===== src/rtl/user_ip_apb_demux.sv =====
// rtl/user_ip_apb_demux.sv - APB4 demux to user IP slots; optional timeout via USER_IP_APB_TIMEOUT_EN
module user_ip_apb_demux #(
    parameter int SLOT_NUM = 4,
    parameter int SLOT_AW  = 8,
    parameter int TIMEOUT  = 255
) (
    input  logic                  clk_i,
    input  logic                  rst_n_i,
    input  logic [31:0]           s_paddr_i,
    input  logic                  s_psel_i,
    input  logic                  s_penable_i,
    input  logic                  s_pwrite_i,
    input  logic [31:0]           s_pwdata_i,
    input  logic [3:0]            s_pstrb_i,
    output logic [31:0]           s_prdata_o,
    output logic                  s_pready_o,
    output logic                  s_pslverr_o,
    output logic [31:0]           m_paddr_o,
    output logic                  m_pwrite_o,
    output logic [31:0]           m_pwdata_o,
    output logic [3:0]            m_pstrb_o,
    output logic [SLOT_NUM-1:0]   m_psel_o,
    output logic                  m_penable_o,
    input  logic [SLOT_NUM*32-1:0] m_prdata_i,
    input  logic [SLOT_NUM-1:0]   m_pready_i,
    input  logic [SLOT_NUM-1:0]   m_pslverr_i
);

    localparam int IDX_W = (SLOT_NUM > 1) ? $clog2(SLOT_NUM) : 1;

    typedef enum logic [1:0] {
        IDLE     = 2'd0,
        M_SETUP  = 2'd1,
        M_ACCESS = 2'd2,
        RESP     = 2'd3
    } state_t;

    state_t             state;
    state_t             state_nxt;

    logic [SLOT_AW-1:0] req_addr;
    logic               req_write;
    logic [31:0]        req_wdata;
    logic [3:0]         req_strb;
    logic [IDX_W-1:0]   req_idx;
    logic [31:0]        rdata_q;
    logic               slverr_q;

    logic [IDX_W-1:0]   in_idx;
    logic               setup_req;
    logic               idx_bad;
    logic               sel_ready;
    logic               sel_err;
    logic [31:0]        sel_rdata;
    logic               timeout_hit;
    logic               unused_addr_bits;

    assign in_idx           = s_paddr_i[SLOT_AW +: IDX_W];
    assign setup_req        = s_psel_i & ~s_penable_i;
    assign idx_bad          = ({1'b0, in_idx} >= (IDX_W + 1)'(SLOT_NUM));
    assign unused_addr_bits = ^s_paddr_i;

    // Pick the selected slot's response; responses of other slots never leak through
    always_comb begin
        sel_ready = 1'b0;
        sel_err   = 1'b0;
        sel_rdata = '0;
        for (int k = 0; k < SLOT_NUM; k++) begin
            if (req_idx == IDX_W'(k)) begin
                sel_ready = m_pready_i[k];
                sel_err   = m_pslverr_i[k];
                sel_rdata = m_prdata_i[32*k +: 32];
            end
        end
    end

`ifdef USER_IP_APB_TIMEOUT_EN
    localparam int CNT_W = (TIMEOUT > 0) ? $clog2(TIMEOUT + 1) : 1;

    logic [CNT_W-1:0] wait_cnt;

    // The access that would bring the count to TIMEOUT is the last one allowed
    assign timeout_hit = (state == M_ACCESS) && !sel_ready && (wait_cnt == CNT_W'(TIMEOUT - 1));

    // Saturating wait-state counter, cleared once the response is delivered
    always_ff @(posedge clk_i or negedge rst_n_i) begin
        if (!rst_n_i) begin
            wait_cnt <= '0;
        end else if (state == RESP) begin
            wait_cnt <= '0;
        end else if (state == M_ACCESS && !sel_ready && wait_cnt != '1) begin
            wait_cnt <= wait_cnt + 1'b1;
        end
    end
`else
    assign timeout_hit = 1'b0;
`endif

    // State register
    always_ff @(posedge clk_i or negedge rst_n_i) begin
        if (!rst_n_i) begin
            state <= IDLE;
        end else begin
            state <= state_nxt;
        end
    end

    // Next-state logic
    always_comb begin
        state_nxt = state;
        case (state)
            IDLE: begin
                if (setup_req) begin
                    state_nxt = idx_bad ? RESP : M_SETUP;
                end
            end
            M_SETUP:  state_nxt = M_ACCESS;
            M_ACCESS: begin
                if (sel_ready || timeout_hit) begin
                    state_nxt = RESP;
                end
            end
            RESP:     state_nxt = IDLE;
            default:  state_nxt = IDLE;
        endcase
    end

    // Request capture in IDLE and response capture at the end of the downstream access
    always_ff @(posedge clk_i or negedge rst_n_i) begin
        if (!rst_n_i) begin
            req_addr  <= '0;
            req_write <= 1'b0;
            req_wdata <= '0;
            req_strb  <= '0;
            req_idx   <= '0;
            rdata_q   <= '0;
            slverr_q  <= 1'b0;
        end else begin
            if (state == IDLE && setup_req) begin
                req_addr  <= s_paddr_i[SLOT_AW-1:0];
                req_write <= s_pwrite_i;
                req_wdata <= s_pwdata_i;
                req_strb  <= s_pstrb_i;
                req_idx   <= in_idx;
                if (idx_bad) begin
                    rdata_q  <= '0;
                    slverr_q <= 1'b1;
                end
            end
            if (state == M_ACCESS) begin
                if (sel_ready) begin
                    rdata_q  <= req_write ? 32'h0 : sel_rdata;
                    slverr_q <= sel_err;
                end else if (timeout_hit) begin
                    rdata_q  <= 32'hDEAD_BEEF;
                    slverr_q <= 1'b1;
                end
            end
        end
    end

    // Outputs decoded from the state; select lines follow the async reset of the state
    always_comb begin
        m_psel_o    = '0;
        m_penable_o = (state == M_ACCESS);
        s_pready_o  = (state == RESP);
        s_prdata_o  = (state == RESP) ? rdata_q : 32'h0;
        s_pslverr_o = (state == RESP) && slverr_q;
        if (state == M_SETUP || state == M_ACCESS) begin
            for (int k = 0; k < SLOT_NUM; k++) begin
                m_psel_o[k] = (req_idx == IDX_W'(k));
            end
        end
    end

    assign m_paddr_o  = {{(32 - SLOT_AW){1'b0}}, req_addr};
    assign m_pwrite_o = req_write;
    assign m_pwdata_o = req_wdata;
    assign m_pstrb_o  = req_strb;

endmodule


===== config.mk =====
export PLATFORM = sky130hd
export DESIGN_NAME = user_ip_apb_demux
export DESIGN_NICKNAME = d
export VERILOG_FILES = /design/src/rtl/user_ip_apb_demux.sv
export SDC_FILE = /design/constraint.sdc
export NUM_CORES = 1
export LEC_CHECK = 0
export ABC_AREA = 1
export BUFFER_PORTS_ARGS = -buffer_cell sky130_fd_sc_hd__buf_4
export CAP_MARGIN = 0
export CORE_AREA = 2 2 123 125
export CTS_CLUSTER_SIZE = 28
export DETAILED_ROUTE_END_ITERATION = 16
export DIE_AREA = 0 0 125 127
export GPL_ROUTABILITY_DRIVEN = 0
export MAX_ROUTING_LAYER = met4
export PLACE_DENSITY = 0.69
export SYNTH_ARGS = -nofsm -noshare
export SYNTH_HDL_FRONTEND = slang
export SYNTH_SLANG_ARGS = --single-unit

===== constraint.sdc =====
create_clock -name clk_i -period 1.3 [get_ports clk_i]
set_clock_uncertainty 0.05 [all_clocks]
set_input_delay 0.13 -clock clk_i [delete_from_list [all_inputs] [get_ports clk_i]]
set_output_delay 0.13 -clock clk_i [all_outputs]
set_load 0.05 [all_outputs]

Word level (Yosys, flattened, before mapping). Cells that the tools add are included.

Bits in registers: 82. Input bits: 209. Output and inout port bits: 108. Word-level logic and storage cells: 43.

Equality and inequality tests: 8. Muxes and demuxes: 18. Bitwise logic cells: 2. Reductions and logical operators: 7.

Operator list (count): 2-to-1 mux 32 bit (6); equality test 2 bit, second input constant (4); 2-to-1 mux 1 bit (8); one-hot mux 2 bit (4 select lines) (1); equality test 2 x 1 -> 1 bit, second input constant (2); logical NOT 2 bit (2); 2-to-1 mux 2 bit (2); 2-to-1 mux 4 bit (1); AND reduction 2 bit (2); logical AND 1 bit (2); inequality test 2 x 1 -> 1 bit, second input constant (1); inequality test 2 bit, second input constant (1); bitwise AND 1 bit (1); logical OR 1 bit (1); inverter 1 bit (1).

Longest topological paths before layout.
Word-level depth: 7. Depth in mapped cells: 9. Gate-level depth less buffers: 8.

Worst setup path before layout. OpenSTA, ideal clock, no wires.

Kind: flip-flop to output port. Start: register state[1]. End: output port m_psel_o[0]. Data arrival time: 1.814 ns. Setup slack: -0.694 ns. Cell stages (with the launch flop): 5. Path through: dfrtp_1 inv_1 ha_1 inv_1 nor3_1.

Longest elaborated chain between the ends: 3. Elaborated cells on any way between the ends: 4. Those cells by class: eq/ne (2); mux (1); reduce/logical (1).

RTL lines: start: declaration (RTL line 38) `state_t state;`; start signal: assignment (RTL line 104) `state <= state_nxt;`; equality test 2 x 1 -> 1 bit / equality test 2 bit (equally long branches) (RTL line 169) `if (state == M_SETUP || state == M_ACCESS) begin`; logical OR 1 bit (*) (RTL line 169); 2-to-1 mux 4 bit (*) (RTL line 169); end: declaration (RTL line 22) `output logic [SLOT_NUM-1:0] m_psel_o,`.

Every way passes the cells marked *; elsewhere a longest branch is shown, timed or not.

Worst setup path in the final report.
Start: register state[0]. End: output port s_prdata_o[0].

Longest elaborated chain between the ends: 2.

RTL lines: equality test 2 bit (RTL line 167) `s_prdata_o = (state == RESP) ? rdata_q : 32'h0;`; 2-to-1 mux 32 bit (RTL line 167); end: declaration (RTL line 15) `output logic [31:0] s_prdata_o,`.

Every way passes these cells.

==> flow_summary.toml <==
[route]
vias = 5362
wl_met3_um = 987
wl_per_cell_um = 15.24
viasPerCell = 4.548
postRouteWirelength_mm = 17.96
dr_wl_met2_mm = 9.541
drt_iter0_drc = 307
antenna_left = 0
drc_errors = 0
drt_pass1_iterations = 6
routed.top_layer = "met4"
wl_met1_mm = 6.877

[setup_path]
cp.required_ns = 1.12
critPathSlowestCell = "dfrtp_1"
cp-start-kind = "register"
crit_path_end_kind = "output port"
cp_max_fo = 8
cp_top_family = "buffers and inverters"
criticalPathCategory = "reg2out"
max_stage_delay_ns = 0.43
cp.arrival_ns = 1.51
critPathBufInv = 3
cp_cell_sequence = "ha_4, clkbuf_16, nand2_4, clkinvlp_4, buf_8"

[logic_synthesis]
yosys-top-cells-area = "dfrtp_1, nand2_1, mux2_2"
yosysWarnings = 0
synth_top_area_cell = "dfrtp_1"
synth.ff_latch_count = 82
synth_flop_cell = "dfrtp_1"
syn_inst = 637
syn_area_per_cell_um2 = 7.776
synth_cell_type_count = 29
async_flop_share_pct = 100.0
syn_area_mm2 = 0.004954
yosys.area.top_type_share_pct = 41.42
synth-edff-count = 0
ys_seq_area_share_pct = 41.42
post-synth-top-count-cell = "nand2_1"
ys_top_cells_by_count = "nand2_1, dfrtp_1, inv_1"

[job]
max_cap_violations = 0

[global_routing]
grt-ovfl-total = 0
grt_first_pass_wirelength_mm = 28.41
grt_max_degree = 46
grt.total_usage_pct = 23.03
antenna_found_initial = 0
grt_pass1_vias = 5617

[die]
core-area_mm2 = 0.01442
die_w_um = 125
num_rows = 44
ios = 317
initial_core_util_pct = 34.34
dieArea_mm2 = 0.01588
die_h_um = 127

[layout]
syn_to_final_growth_pct = 90.96
final_area_mm2 = 0.009459
nNetsFinal = 1201
seqCellArea_mm2 = 0.002057
nFillCells = 1164
multiInputGateArea_mm2 = 0.002823
drive_above_1_share_pct = 54.68

[timing]
min_period_ns = 1.694
fin_setup_tns_ns = -33.09
rsz0062_at_grt = "yes"
setup_viol = 121
hold_violations = 0
max_freq_ghz = 0.5903
final_max_slew_viol_count = 0
finalCritPeriodShare_pct = 130.3
worst_slack_ns = -0.3940

[outcome]
failed_checks = "setup timing"
status = "finished, violations left"

[cts]
clockBufferDepth = 2
cts_tree = "built"
clk_pin_slew_ns = 0.06
cts_root_buffer = "clkbuf_16"
worstSkewPairLatency_ns = 0.34
cts_sinks = 82
cts_inserted_buffers = 9
htree_levels = 3

[place]
preCtsSetupSlack_ns = -0.2527
dp_hpwl_mm = 12.14
port_buffers = 270
place_area_mm2 = 0.007669

[hold_path]
hold_path_class = "in2reg"

[pwr]
ir_drop_mv = 1.291
leakagePower_nw = 4.849
powerDensity_mw_per_mm2 = 2277
path summary, 6_finish.rpt:
check | slack, ns | startpoint | depth (start not counted) | to
max in group asynchronous | 0.56 | rst_n_i | 3 | req_idx[1]
worst min register to register | 0.46 | m_pstrb_o[2] | 1 | m_pstrb_o[2]
worst max register to register | -0.32 | state[0] | 9 | rdata_q[25]
worst max-delay path | -0.39 | state[0] | 5 | s_prdata_o[0]
min in group asynchronous | 0.14 | rst_n_i | 2 | m_pwdata_o[26]
worst min-delay path | 0.09 | m_pslverr_i[1] | 5 | slverr_q
through the flow:
step | hold slack, ns | util [%] | power (mW) | cells
detailed placement | -0.03393 | 53.17 | 16.80 | 1091
global route | 0.1171 | 65.54 | 22.84 | 1177
floorplan | -0.2156 | - | 13.15 | 660
finish | 0.09091 | 65.58 | 21.54 | 1179
global placement | -0.03629 | 53.17 | 16.66 | 1091
CTS | 0.08011 | 63.12 | 20.96 | 1175
worst register-to-register path: stages, from the launching register on:
cell and delay (ns):
dfrtp_1 0.43, inv_2 0.11, buf_4 0.12, ha_4 0.12
buf_6 0.11, nand3_4 0.14, buf_12 0.18, buf_12 0.14
nand2_2 0.06, o21ai_2 0.05
report_power, final:
part | total, mW | switching (mW) | leakage, nW | internal, mW
logic | 14.2 | 8.38 | 3.68 | 5.87
clock network | 2.66 | 1.10 | 0.150 | 1.56
registers | 4.62 | 0.918 | 1.02 | 3.71
total | 21.5 | 10.4 | 4.85 | 11.1
state kept, by name, summed over array words and instances, names as in the netlist:
name        cells
req_idx         2
state           2
slverr_q        1
m_pstrb_o       4
req_addr        8
m_pwrite_o      1
rdata_q        32
m_pwdata_o     32
logic make-up (layout without fill, tap and decap cells):
group | count (synthesis) | in the layout | synth area share, %
and+or+nand+nor | 321 | 321 | 27.05
buffers and inverters | 130 | 463 | 13.44
DFF | 82 | 82 | 41.42
AOI/OAI and AO/OA | 55 | 55 | 6.997
muxes | 44 | 44 | 10.00
adders and majority gates | 4 | 4 | 1.010
other | 1 | 26 | 0.07570
routing by layer:
layer	global-route usage [%]	vias to the layer above
met5	-	-
met4	8.889	0
met3	4.313	40
met2	40.63	218
met1	26.04	2470
li1	-	2634
final cells by class:
class                   count  area share, %
inverters                  70          4.140
flip-flops and latches     82          21.75
well taps                 184          2.434
repair buffers            377          38.49
clock buffers              10          2.526
multi-input cells         448          29.84
diodes                      2        0.05291
clock inverters             6         0.7672
layout by cell type, fill, tap and decap left out, types with 15 or more instances in the layout:
| master | count |
|---|---|
| buf_4 | 253 |
| nor2_1 | 63 |
| nand3_1 | 36 |
| buf_6 | 20 |
| buf_12 | 15 |
| dlygate4sd3_1 | 48 |
| mux2_4 | 23 |
| mux2_2 | 21 |
| o21ai_2 | 19 |
| clkinvlp_4 | 34 |
| conb_1 | 24 |
| inv_1 | 32 |
| dfrtp_1 | 78 |
| nand2_4 | 26 |
| o21ai_0 | 20 |
| or2_2 | 17 |
| nand2_1 | 132 |
| nand2_2 | 32 |
| buf_8 | 31 |
what timing repair did:
item	in CTS	in global routing
gates cloned	8	2
pin swaps	4	1
gates resized for setup	89	77
setup buffers	12	3
setup endpoints to repair	119	121
endpoints found under the hold margin	129	0
hold buffers	48	0
Power figures use the tool's default switching activity.
